File: src/rtl/prog_loader.sv
// Program loader: assembles a big-endian byte stream into 32-bit words, writes them to
// memory at consecutive indices, then releases the CPU reset after a short hold-off.
module prog_loader #(
   parameter int unsigned ADDR_WIDTH     = 10,
   parameter int unsigned RELEASE_CYCLES = 4
) (
   input  logic                  clk,
   input  logic                  reset,
   input  logic                  start,
   input  logic [ADDR_WIDTH:0]   load_len,
   input  logic                  in_valid,
   input  logic [7:0]            in_data,
   output logic                  in_ready,
   output logic                  mem_we,
   output logic [ADDR_WIDTH-1:0] mem_addr,
   output logic [31:0]           mem_wdata,
   output logic                  cpu_reset,
   output logic                  busy,
   output logic                  done,
   output logic                  error
);

   localparam int unsigned RelW = (RELEASE_CYCLES > 1) ? $clog2(RELEASE_CYCLES) : 1;
   localparam logic [RelW-1:0]     RelLast = RelW'(RELEASE_CYCLES - 1);
   localparam logic [ADDR_WIDTH:0] MaxLen  = {1'b1, {ADDR_WIDTH{1'b0}}};
   localparam logic [ADDR_WIDTH:0] OneW    = {{ADDR_WIDTH{1'b0}}, 1'b1};

   typedef enum logic [2:0] {StIdle, StRecv, StWrite, StRelease, StDone} state_e;

   state_e                state_q, state_d;
   logic [31:0]           asm_q, asm_d;
   logic [1:0]            byte_cnt_q, byte_cnt_d;
   logic [ADDR_WIDTH:0]   word_cnt_q, word_cnt_d;
   logic [ADDR_WIDTH:0]   len_q, len_d;
   logic [RelW-1:0]       rel_cnt_q, rel_cnt_d;
   logic                  done_q, done_d;
   logic                  error_q, error_d;
   logic                  cpu_reset_q, cpu_reset_d;
   logic [ADDR_WIDTH:0]   word_inc;
   logic                  len_ok;

   assign word_inc = word_cnt_q + OneW;
   assign len_ok   = (load_len != '0) && (load_len <= MaxLen);

   always_ff @(posedge clk) begin
      if (reset) begin
         state_q     <= StIdle;
         asm_q       <= '0;
         byte_cnt_q  <= '0;
         word_cnt_q  <= '0;
         len_q       <= '0;
         rel_cnt_q   <= '0;
         done_q      <= 1'b0;
         error_q     <= 1'b0;
         cpu_reset_q <= 1'b1;
      end else begin
         state_q     <= state_d;
         asm_q       <= asm_d;
         byte_cnt_q  <= byte_cnt_d;
         word_cnt_q  <= word_cnt_d;
         len_q       <= len_d;
         rel_cnt_q   <= rel_cnt_d;
         done_q      <= done_d;
         error_q     <= error_d;
         cpu_reset_q <= cpu_reset_d;
      end
   end

   always_comb begin
      state_d     = state_q;
      asm_d       = asm_q;
      byte_cnt_d  = byte_cnt_q;
      word_cnt_d  = word_cnt_q;
      len_d       = len_q;
      rel_cnt_d   = rel_cnt_q;
      done_d      = done_q;
      error_d     = error_q;
      cpu_reset_d = cpu_reset_q;
      unique case (state_q)
         StIdle, StDone: begin
            if (start) begin
               if (len_ok) begin
                  state_d     = StRecv;
                  asm_d       = '0;
                  byte_cnt_d  = '0;
                  word_cnt_d  = '0;
                  len_d       = load_len;
                  done_d      = 1'b0;
                  error_d     = 1'b0;
                  cpu_reset_d = 1'b1;
               end else begin
                  // Rejected start leaves cpu_reset and done untouched.
                  state_d = StIdle;
                  error_d = 1'b1;
               end
            end
         end
         StRecv: begin
            if (in_valid) begin
               asm_d      = {asm_q[23:0], in_data};
               byte_cnt_d = byte_cnt_q + 2'd1;
               if (byte_cnt_q == 2'd3) state_d = StWrite;
            end
         end
         StWrite: begin
            word_cnt_d = word_inc;
            if (word_inc < len_q) begin
               state_d = StRecv;
            end else begin
               state_d   = StRelease;
               rel_cnt_d = '0;
            end
         end
         StRelease: begin
            if (rel_cnt_q == RelLast) begin
               state_d     = StDone;
               cpu_reset_d = 1'b0;
               done_d      = 1'b1;
            end else begin
               rel_cnt_d = rel_cnt_q + 1'b1;
            end
         end
         default: state_d = StIdle;
      endcase
   end

   always_comb begin
      in_ready = (state_q == StRecv);
      mem_we   = (state_q == StWrite);
      busy     = (state_q == StRecv) || (state_q == StWrite) || (state_q == StRelease);
   end

   assign mem_addr  = word_cnt_q[ADDR_WIDTH-1:0];
   assign mem_wdata = asm_q;
   assign cpu_reset = cpu_reset_q;
   assign done      = done_q;
   assign error     = error_q;

endmodule

File: config.mk
export PLATFORM = sky130hd
export DESIGN_NAME = prog_loader
export DESIGN_NICKNAME = d
export VERILOG_FILES = /design/src/rtl/prog_loader.sv
export SDC_FILE = /design/constraint.sdc
export NUM_CORES = 1
export LEC_CHECK = 0
export ABC_AREA = 1
export CAP_MARGIN = 20
export CORE_UTILIZATION = 50
export DETAILED_ROUTE_END_ITERATION = 8
export PLACE_DENSITY = 0.78
export SLEW_MARGIN = 5
export SYNTH_ARGS = -nofsm -noshare
export SYNTH_HDL_FRONTEND = slang
export SYNTH_SLANG_ARGS = --single-unit
File: constraint.sdc
create_clock -name clk -period 3.1 [get_ports clk]
set_clock_uncertainty 0.1 [all_clocks]
set_input_delay 0.465 -clock clk [delete_from_list [all_inputs] [get_ports clk]]
set_output_delay 0.465 -clock clk [all_outputs]
set_load 0.02 [all_outputs]
== Yosys cells after proc, flatten, opt, wreduce, memory -nomap -nowiden ==
Index checks and enable logic that the tools add are counted.

* Flip-flop bits (word level): 64
* Output and inout bits: 48

* $add $sub $neg: 3
* Magnitude comparators: 2
* Eq/ne operators: 13
* Multiplexer cells: 30
* Reductions and logical operators: 17

{| class="wikitable"
|+ Operators by type and width
! operator !! number
|-
| $mux 32 || 3
|-
| $pmux 32 s2 || 1
|-
| $mux 11 || 2
|-
| $pmux 11 s2 || 1
|-
| $mux 2 || 6
|-
| $mux 3 || 4
|-
| $ne 2x2->1 const B || 6
|-
| $pmux 3 s4 || 1
|-
| $reduce_and 4->1 || 3
|-
| $add 11x1->11 const B || 1
|-
| $le 11x11->1 const B || 1
|-
| $lt 11x11->1 || 1
|-
| $reduce_bool 11->1 || 1
|-
| $reduce_and 3->1 || 3
|-
| $mux 1 || 8
|-
| $pmux 2 s2 || 2
|-
| $reduce_bool 2->1 || 4
|-
| $eq 3x2->1 const B || 2
|-
| $add 2x1->2 const B || 2
|-
| $eq 2x2->1 const B || 2
|-
| $pmux 1 s2 || 2
|-
| $eq 3x1->1 const B || 1
|-
| $eq 3x3->1 const B || 1
|-
| $logic_not 3->1 || 1
|-
| other kinds (5) || 6
|}

== Longest topological paths before layout ==
Gate-level depths: netlist of the first run.

* Depth after elaboration: 5
* Gate-level depth with buffers: 16
* Mapped depth without buffers: 16

== Worst setup path after synthesis of the first run ==
No wires, ideal clock.

* Kind: flip-flop to flip-flop
* Start: reg word_cnt_q[2]
* End: reg state_q[1]
* Data arrival time: 1.970 ns
* Data required time: 2.885 ns
* Path slack: 0.915 ns
* Stages on the path, launching flop included: 16
* Path through: dfxtp_1 > nand2_1 > nor3_1 > nand2_1 > o21ai_0 > nand2_1 > inv_1 > ha_1 > a21oi_1 > nor2_1 > nor2_1 > nand3_1 > nand2_1 > nand2_1 > o21ai_0 > inv_1

* Longest elaborated chain between the ends: 4

{| class="wikitable"
|+ Ends and longest elaborated chain
! element !! RTL line !! source
|-
| start: declaration || 33 || <nowiki>logic [ADDR_WIDTH:0] word_cnt_q, word_cnt_d;</nowiki>
|-
| start signal: assignment || 60 || <nowiki>word_cnt_q <= word_cnt_d;</nowiki>
|-
| $add 11x1->11 || 42 || <nowiki>assign word_inc = word_cnt_q + OneW;</nowiki>
|-
| $lt 11x11->1 || 107 || <nowiki>if (word_inc < len_q) begin</nowiki>
|-
| $mux 2 || 107 ||
|-
| $pmux 3 s4 || 79 || <nowiki>unique case (state_q)</nowiki>
|-
| end signal: assignment || 47 || <nowiki>state_q <= StIdle;</nowiki>
|-
| end signal: assignment || 57 || <nowiki>state_q <= state_d;</nowiki>
|-
| end: declaration || 30 || <nowiki>state_e state_q, state_d;</nowiki>
|}

No other way between the ends.
A chain may end at the register's enable or synchronous reset.

== Final worst setup path of the first run ==
* Start: reg word_cnt_q[4]
* End: reg state_q[1]

The elaborated chain is that of the path after synthesis.

==> summary.txt, run 1 <==
Outcome
  – Status: complete, no violations

Pwr
  – PwrDens: 914 mW/mm^2
  – LEAKAGE: approximately 2.1 nW
  – Maximum VDD drop: 0.567 mV
  – Internal Power: roughly 2.3 mW
  – Gate power share: 51.8%
  – Switching share of total power: 43.6%
  – Clk network pwr share: 17.2%
  – Net Sw Power: 1.78 mW
  – Flop pwr share: a little under a third
  – Total power: 4.08 mW

Finish
  – Fin util: between 60% and 70%
  – Post-Layout Cell Count: 715
  – Post-route cell area: 0.00447 sq mm
  – Area growth syn-to-layout: 24.1%
  – Diode count: 0
  – Final nets: 651
  – Layout cells sized above 1: ~4.7%
  – Fill cells: between 600 and 700

Detailed routing
  – Via count: 3532
  – DR vias/cell: 4.94
  – WL final: 8500 um
  – Routed wire length per instance: 11.9 um
  – DRT Pass-1 Iters: 4
  – Detailed router's first-iteration violation count: 131
  – Final ANT Viol Nets: 0
  – Drt drc: 0

Worst hold path
  – Hold Crit Endpoint: done
  – Min-Delay Path Depth: 2
  – Min-Delay Path Class: register to register
  – Hold path start: done

Yosys
  – Synth cell types: 28
  – Seq/Total Area, Yosys: 35.6%
  – Syn Nets: 597
  – Ys Warns: 0
  – Yosys reg bits: 64
  – Syn Area/Cell: around 6.4 sq um
  – Synth Instances: 561
  – Post-Syn Area: between 0.003 and 0.004 sq mm

GRT
  – Initial antenna violation count: 0
  – Grt ovf: 0
  – GRT Util Overall: 23.7%
  – Global-route wire length before repair: about 14000 um
  – Vias in the first global route: between 3000 and 4000
  – Largest net degree at the start of global routing: 36

Timing
  – RSZ-0062 raised after global routing: no
  – Final WS setup: between 0.5 and 0.6 ns
  – Fmax: 0.387 GHz
  – Final Setup Violations: 0
  – Final critical-path share of the clock period: 83.4%
  – Max Slew Vio Count: 0
  – Final-report hold violation count: 0
  – Min Tclk post-route: between 2 and 3 ns
  – WHS: ~0.36 ns
  – Max transition margin: 73.5%
  – Least-Margin Pin Slew: 0.397 ns
  – Setup TNS: 0 ns

Worst setup path
  – Flop2flop setup slack: 0.51 ns
  – Startpoint Class: register
  – R2R Path Start: word_cnt_q[4]
  – CP endpoint kind: register
  – Critical path arrival: 2.72 ns
  – Worst Path Class, Setup: register to register
  – Worst EP required: 3.23 ns
  – Critical R2R Capture: state_q[1]
  – Crit-path max FO: 5
  – R2R cell count: 15

CTS
  – Total CTS buffers: 9
  – Clock tree root driver cell: clkbuf_8
  – CTS tree: yes
  – Hold buffers post-CTS: 0
  – Maximum clock path buffer count: 2
  – H-tree levels: 3
  – Clock tree sinks: 64
  – Post-cts resize count: 0
  – Clk_lat worst skew: 0.34 ns
  – Postcts setup bufs: 0
  – Reg clk slew, reported paths: 0.07 ns

Placed design
  – DP Area: 0.00428 sq mm
  – Setup WS pre-CTS: around 0.60 ns
  – Placed cell count: 700
  – Detailed placer's ending HPWL: 5790 um
  – IO Port Bufs: 70
  – RD Place Congestion: 0.845

Floorplanning
  – Io pins: 71
  – Standard-cell row count: 30
  – Die width: ~87 um
  – Initial Util: 52.4%
  – Die area: 0.00755 sq mm
  – Chip Height: 86.9 um
  – Core Box Area: 0.00687 sq mm

Run
  – Maxcap violations: 0
-- Yosys cell counts, drive strengths merged --
cell type  instances  area [sq um]
nand4             35           219
a21o               1          7.51
a21oi             30           150
buf               27           181
ha                13           163
clkinv             1          3.75
o211ai             1          7.51
dfxtp             64          1280
nand2            158           593
xnor2              1          8.76
xor2               5          43.8
o21ai              6          30.0
and2               2          12.5
nand3             36           198
clkbuf            11          41.3
nor3               4          20.0
nor2              57           221
inv              106           398
a21boi             1          7.51
o21bai             1          7.51
o22ai              1          6.26
-- power by group through the flow --
stage	registers (mW)	clock network, mW	logic, mW
after floorplan	1.50	0	1.19
after global placement	1.28	0	2.08
after detailed placement	1.29	0	2.11
after CTS	1.27	0.715	2.13
after global routing	1.30	0.766	2.36
final	1.27	0.701	2.12
-- metal layers --
| metal | routed length (um) | global-route usage (%) |
|---|---|---|
| met5 | 0 | 0 |
| met4 | 88 | 9.70 |
| met3 | 488 | 5.50 |
| met2 | 4410 | 41.7 |
| met1 | 3510 | 27.6 |
-- cells in the final DEF (no fill, tap or decap), types with 4 or more instances in the layout --
cell type,Yosys,final
nand4_1,35,35
nor3_1,4,4
ha_1,13,13
a21oi_1,30,30
dfxtp_1,64,64
clkbuf_8,0,10
o21ai_0,5,5
inv_1,105,105
clkdlybuf4s50_1,0,70
xor2_1,5,5
nand2_1,158,158
buf_4,11,11
nor2_1,56,56
nand3_1,34,34
-- cells by family after synthesis --
group / Yosys count / synth area share (%)
buffers and inverters: 145 / 17.3
and+or+nand+nor: 292 / 35.1
DFF: 64 / 35.6
adders and majority gates: 13 / 4.52
AOI/OAI and AO/OA: 41 / 6.01
xor gates and xnor gates: 6 / 1.46
-- critical path: stages, from the launching register on --
cell     delay, ns
dfxtp_1       0.41
inv_1         0.06
nor3_1        0.33
nand2_1       0.16
o21ai_0       0.23
nand2_1       0.08
inv_1         0.06
ha_1          0.23
a21oi_1       0.16
nor2_1        0.07
nor2_1        0.09
nand3_1       0.08
nand2_1       0.13
nand2_1       0.07
o21ai_0       0.17
inv_1         0.05
-- registers in the layout, indices dropped and copies added, names as in the netlist --
signal and cells:
byte_cnt_q 2, cpu_reset 1, done 1, error 1, len_q 11, mem_wdata 32
rel_cnt_q 2, state_q 3, word_cnt_q 11
-- cell type report --
type / instances / area (sq um) / area share [%]
sequential: 64 / 1280 / 28.7
tap: 96 / 120 / 2.69
timing repair buffer: 81 / 783 / 17.5
clock buffer: 11 / 141 / 3.16
inverter: 107 / 402 / 8.99
multi-input combinational: 352 / 1700 / 37.9
clock inverter: 4 / 45.0 / 1.01
-- how the worst max path moves through the flow --
stage                  startpoint             to  cells past startpoint
finish              word_cnt_q[4]     state_q[1]                     15
floorplan           word_cnt_q[2]     state_q[1]                     15
global placement      load_len[0]  word_cnt_q[7]                      9
detailed placement  word_cnt_q[4]     state_q[1]                     15
global route        word_cnt_q[4]     state_q[1]                     15
CTS                 word_cnt_q[4]     state_q[1]                     15
Power figures use the tool's default switching activity.
==> run 2, diff against run 1 <==
--- a/config.mk
+++ b/config.mk
@@ -7,9 +7,9 @@
 export LEC_CHECK = 0
 export ABC_AREA = 1
 export CAP_MARGIN = 20
-export CORE_UTILIZATION = 50
+export CORE_UTILIZATION = 47
 export DETAILED_ROUTE_END_ITERATION = 8
-export PLACE_DENSITY = 0.78
+export PLACE_DENSITY = 0.77
 export SLEW_MARGIN = 5
 export SYNTH_ARGS = -nofsm -noshare
 export SYNTH_HDL_FRONTEND = slang
==> constraint.sdc (replaced) <==
create_clock -name clk -period 2.2 [get_ports clk]
set_clock_uncertainty 0.1 [all_clocks]
set_input_delay 0.33 -clock clk [delete_from_list [all_inputs] [get_ports clk]]
set_output_delay 0.33 -clock clk [all_outputs]
set_load 0.02 [all_outputs]
==> summary.txt, run 2 (synthesis gave the netlist of run 1 again) <==
Finish
  – Post-route cell area: 0.00480 sq mm
  – Most common cell after layout, fill and taps aside: nand2_1
  – Final nets: roughly 670
  – Post-Layout Cell Count: 736
  – Diode count: 0
  – Fin util: 65.5%
  – Area growth syn-to-layout: 33.3%
  – Fill cells: 659
  – Layout cells sized above 1: between 10 and 15%
  – Commonest cells after routing, fill and taps aside: nand2_1 (152), inv_1 (105), clkdlybuf4s50_1 (69)
  – Largest register FFs: 32

Floorplanning
  – Die width: 89.5 um
  – Io pins: 71
  – Chip Height: approximately 90 um
  – Core Box Area: 0.00733 sq mm
  – Standard-cell row count: 31
  – Die area: approximately 0.0080 sq mm
  – Initial Util: 49.1%

GRT
  – Largest net degree at the start of global routing: 40
  – Vias in the first global route: around 3400
  – GRT Util Overall: 23.6%
  – Initial antenna violation count: 0
  – Grt ovf: 0
  – Global-route wire length before repair: 14600 um

CTS
  – Clock tree sinks: 64
  – Clk_lat worst skew: ~0.35 ns
  – CTS tree: yes
  – Reg clk slew, reported paths: 0.07 ns
  – Maximum clock path buffer count: 2
  – Clock tree root driver cell: clkbuf_8
  – H-tree levels: 3
  – Total CTS buffers: 9

Worst hold path
  – Min-Delay Path Depth: 2
  – Min-Delay Path Class: register to register

Detailed routing
  – DR vias/cell: 5.03
  – Detailed router's first-iteration violation count: 139
  – Routed wire length per instance: 12.6 um
  – Drt drc: 0
  – Final ANT Viol Nets: 0
  – DRT Pass-1 Iters: 4
  – Via count: 3699
  – WL final: a little over 9000 um

Placed design
  – IO Port Bufs: 70
  – Placed cell count: 718
  – RD Place Congestion: 0.904
  – DP Area: 0.00447 sq mm
  – Detailed placer's ending HPWL: 6230 um

Worst setup path
  – CP endpoint kind: register
  – Worst Path Class, Setup: register to register
  – Crit-path max FO: 4
  – Worst EP required: 2.34 ns
  – Startpoint Class: register
  – Critical path arrival: 2.44 ns
  – R2R cell count: 15

Timing
  – Max transition margin: 74.7%
  – Max Slew Vio Count: 0
  – Final critical-path share of the clock period: 104%
  – Min Tclk post-route: 2.30 ns
  – Least-Margin Pin Slew: 0.379 ns
  – Final WS setup: -0.0982 ns
  – RSZ-0062 raised after global routing: yes
  – Final-report hold violation count: 0
  – Fmax: between 0.4 and 0.5 GHz
  – Setup TNS: -0.137 ns
  – Final Setup Violations: 3

Outcome
  – Failing checks: setup timing
  – Status: finished, violations left

Pwr
  – LEAKAGE: ~2.2 nW
  – PwrDens: 1250 mW/mm^2
  – Maximum VDD drop: 0.793 mV

Run
  – Maxcap violations: 0
## run 2: changes by cell type in the layout (fill, tap and decap cells not counted), moves of 3 or more
cell / before / now
dfxtp_1: 64 / 60
dfxtp_2: 0 / 4
nor3_2: 0 / 3
nor3_1: 4 / 1
nor2_1: 56 / 53
buf_4: 11 / 19
buf_12: 0 / 6
nand2_1: 158 / 152
nand2_2: 0 / 5
ha_1: 13 / 10
buf_6: 0 / 3
## run 2: area by class of cell
cell class | instances | area, sq um | area share [%]
Clock buffer | 9 | 124 | 2.58
Clock inverter | 7 | 72.6 | 1.51
Inverter | 107 | 402 | 8.37
Multi-Input combinational cell | 352 | 1790 | 37.3
Sequential cell | 64 | 1290 | 26.8
Tap cell | 99 | 124 | 2.58
Timing Repair Buffer | 98 | 1000 | 20.8
## run 2: path summary, 6_finish.rpt
path                               startpoint  slack, ns          to
worst max-delay path            word_cnt_q[4]       -0.1  state_q[1]
worst min-delay path                     done       0.35        done
worst max register to register  word_cnt_q[4]       -0.1  state_q[1]
worst min register to register           done       0.35        done
## run 2: metrics by stage
| stage | power [mW] | hold WS (ns) | setup slack, ns |
|---|---|---|---|
| 5_1_grt | 6.46 | 0.385 | -0.241 |
| 4_1_cts | 6.01 | 0.357 | -0.0232 |
| 3_5_place_dp | 4.97 | 0.346 | -0.207 |
| 6_report | 5.99 | 0.350 | -0.0982 |
| 3_3_place_gp | 4.89 | 0.335 | -0.0688 |
| 2_1_floorplan | 3.79 | 0.333 | 0.0149 |
## run 2: metal layers
metal / up-vias / wire length, um / global-route usage, %
met2: 100 / 4650 / 42.5
met1: 1717 / 3880 / 26.5
met4: 0 / 196 / 9.24
met5: - / 0 / 0
li1: 1864 / - / -
met3: 18 / 552 / 6.28
## run 2: power breakdown
part | switching [mW] | internal (mW) | total (mW)
sequential | 0.270 | 1.52 | 1.79
clock | 0.489 | 0.522 | 1.01
combinational | 1.86 | 1.33 | 3.19
total | 2.62 | 3.37 | 5.99
## run 2: critical path, cell delays in order (launching register included)
cell and delay, ns:
dfxtp_2 0.34, inv_1 0.05, nor3_2 0.23, nand2_2 0.11, o21ai_1 0.23, nand2_1 0.10
inv_1 0.11, ha_4 0.21, a21oi_2 0.13, nor2_1 0.06, nor2_2 0.11, nand3_2 0.08
nand2_2 0.10, nand2_1 0.06, o21ai_1 0.13, inv_1 0.05
## run 2: timing repair
| item | 4_1_cts | 5_1_grt |
|---|---|---|
| resized for setup | 6 | 26 |
| hold endpoints to repair | 0 | 0 |
| pin swaps | 2 | 14 |
| setup endpoints to repair | 3 | 4 |
| hold buffers | 0 | 0 |
| setup buffers | 1 | 1 |
==> run 3, diff against run 2 <==
--- a/config.mk
+++ b/config.mk
@@ -6,10 +6,12 @@
 export NUM_CORES = 1
 export LEC_CHECK = 0
 export ABC_AREA = 1
+export ABC_CLOCK_PERIOD_IN_PS = 1900
 export CAP_MARGIN = 20
 export CORE_UTILIZATION = 47
 export DETAILED_ROUTE_END_ITERATION = 8
 export PLACE_DENSITY = 0.77
+export SKIP_CTS_REPAIR_TIMING = 1
 export SLEW_MARGIN = 5
 export SYNTH_ARGS = -nofsm -noshare
 export SYNTH_HDL_FRONTEND = slang
==> constraint.sdc (replaced) <==
create_clock -name clk -period 1.9 [get_ports clk]
set_clock_uncertainty 0.1 [all_clocks]
set_input_delay 0.285 -clock clk [delete_from_list [all_inputs] [get_ports clk]]
set_output_delay 0.285 -clock clk [all_outputs]
set_load 0.02 [all_outputs]
==> summary.txt, run 3 (synthesis gave the netlist of run 1 again) <==
Outcome
  – Status: finished, violations left
  – Failing checks: setup timing

Worst setup path
  – R2R cell count: 17
  – R2R Path Start: word_cnt_q[2]
  – Crit-path max FO: 4
  – Startpoint Class: register
  – Worst EP required: 2.04 ns
  – Critical R2R Capture: state_q[1]
  – CP endpoint kind: register
  – Worst Path Class, Setup: register to register
  – End of the critical path: state_q[1]
  – Flop2flop setup slack: -0.39 ns
  – Critical Path Source: word_cnt_q[2]
  – Critical path arrival: 2.43 ns

CTS
  – H-tree levels: 3
  – Clock tree sinks: 64
  – Total CTS buffers: 9
  – Clk_lat worst skew: 0.34 ns
  – Clock tree root driver cell: clkbuf_8
  – CTS tree: yes
  – Maximum clock path buffer count: 2
  – Reg clk slew, reported paths: roughly 0.070 ns

Finish
  – Layout cells sized above 1: 14.2%
  – Area growth syn-to-layout: 39.2%
  – Largest register FFs: 32
  – Fin util: 68.4%
  – Final nets: 680
  – Post-Layout Cell Count: 748
  – Most common cell after layout, fill and taps aside: nand2_1
  – Diode count: 0
  – Commonest cells after routing, fill and taps aside: nand2_1 (153), inv_1 (103), clkdlybuf4s50_1 (64)

Timing
  – Setup TNS: -1.04 ns
  – WHS: ~0.35 ns
  – Final critical-path share of the clock period: 120%
  – Final-report hold violation count: 0
  – Min Tclk post-route: roughly 2.3 ns
  – Final WS setup: -0.385 ns
  – Final Setup Violations: 3
  – Max Slew Vio Count: 0
  – Max transition margin: 77.9%
  – Least-Margin Pin Slew: between 0.3 and 0.4 ns
  – Fmax: 0.438 GHz
  – RSZ-0062 raised after global routing: yes

Placed design
  – Setup WS pre-CTS: -0.369 ns
  – IO Port Bufs: 70
  – Placed cell count: about 730
  – Detailed placer's ending HPWL: 6350 um
  – RD Place Congestion: 0.895

Pwr
  – Gate power share: 50.6%
  – Flop pwr share: between 20% and 30%
  – Internal Power: roughly 4.3 mW
  – Maximum VDD drop: 1.06 mV
  – Switching share of total power: 41.1%
  – LEAKAGE: 2.43 nW
  – PwrDens: 1460 mW/mm^2
  – Net Sw Power: around 3 mW
  – Clk network pwr share: 20.9%

GRT
  – Global-route wire length before repair: between 10000 and 15000 um
  – Met3 Use GR: 5.08%
  – Most Crowded Layer GR: met2
  – Met1 usage: 27.3%
  – GRT Util Overall: 23.9%
  – Grt ovf: 0
  – Grt met2 use: 43.5%
  – Vias in the first global route: 3325
  – Largest net degree at the start of global routing: 40
  – Initial antenna violation count: 0

Worst hold path
  – Hold path start: done
  – Min-Delay Path Class: register to register

Detailed routing
  – Routed wire length per instance: 12.5 um
  – DR vias/cell: about 5.0
  – Via count: 3729
  – Final ANT Viol Nets: 0
  – DRT Pass-1 Iters: 4
  – WL final: 9370 um
  – Detailed router's first-iteration violation count: 119
  – Drt drc: 0

Floorplanning
  – Die area: around 0.0080 sq mm
  – Standard-cell row count: 31
  – Die width: 89.5 um
  – Chip Height: roughly 90 um
  – Io pins: 71
  – Initial Util: 49.1%
  – Core Box Area: approximately 0.0073 sq mm

Run
  – Maxcap violations: 0
-- run 3: layout make-up --
type | count | area [sq um]
timing repair buffer | 110 | 1080
tap | 99 | 124
fill | 620 | 2320
clock inverter | 4 | 97.6
sequential | 64 | 1290
inverter | 107 | 402
clock buffer | 12 | 166
multi-input combinational | 352 | 1850
-- run 3: metrics by stage --
stage / instance area (sq um) / total power, mW
2_1_floorplan: 3620 / 4.40
3_3_place_gp: 4560 / 5.67
3_5_place_dp: 4560 / 5.76
4_1_cts: 4820 / 7.30
5_1_grt: 5010 / 7.84
6_report: 5010 / 7.32
-- run 3: how the worst min path moves through the flow --
stage / endpoint / slack (ns) / depth (start not counted)
detailed placement: done / 0.34 / 2
CTS: done / 0.35 / 2
floorplan: rel_cnt_q[0] / 0.33 / 1
finish: done / 0.35 / 2
global route: done / 0.37 / 2
global placement: done / 0.34 / 2
-- run 3: per-layer routing --
layer	vias to the layer above	wire (um)
met3	22	461
met5	-	0
met4	0	213
met1	1718	3910
met2	109	4790
li1	1880	-
-- run 3: power by group through the flow --
stage / Sequential (mW) / Clock (mW) / Combinational (mW)
5_1_grt: 2.14 / 1.61 / 4.09
3_3_place_gp: 2.09 / 0 / 3.58
2_1_floorplan: 2.45 / 0 / 1.94
4_1_cts: 2.08 / 1.55 / 3.68
3_5_place_dp: 2.10 / 0 / 3.66
6_report: 2.08 / 1.53 / 3.71
-- run 3: critical path, stage by stage, from the launching register on --
cell and delay, ns:
dfxtp_4 0.36, buf_4 0.12, nand2_1 0.10, nor2_4 0.13, nand2_1 0.08, xor2_1 0.16, inv_1 0.09, ha_1 0.28
nand2_1 0.09, inv_1 0.06, nand2_1 0.08, nand2_1 0.05, nand2_1 0.07, nand3_2 0.10, nand2_4 0.11, nand2_2 0.04
o21ai_1 0.12, inv_1 0.05
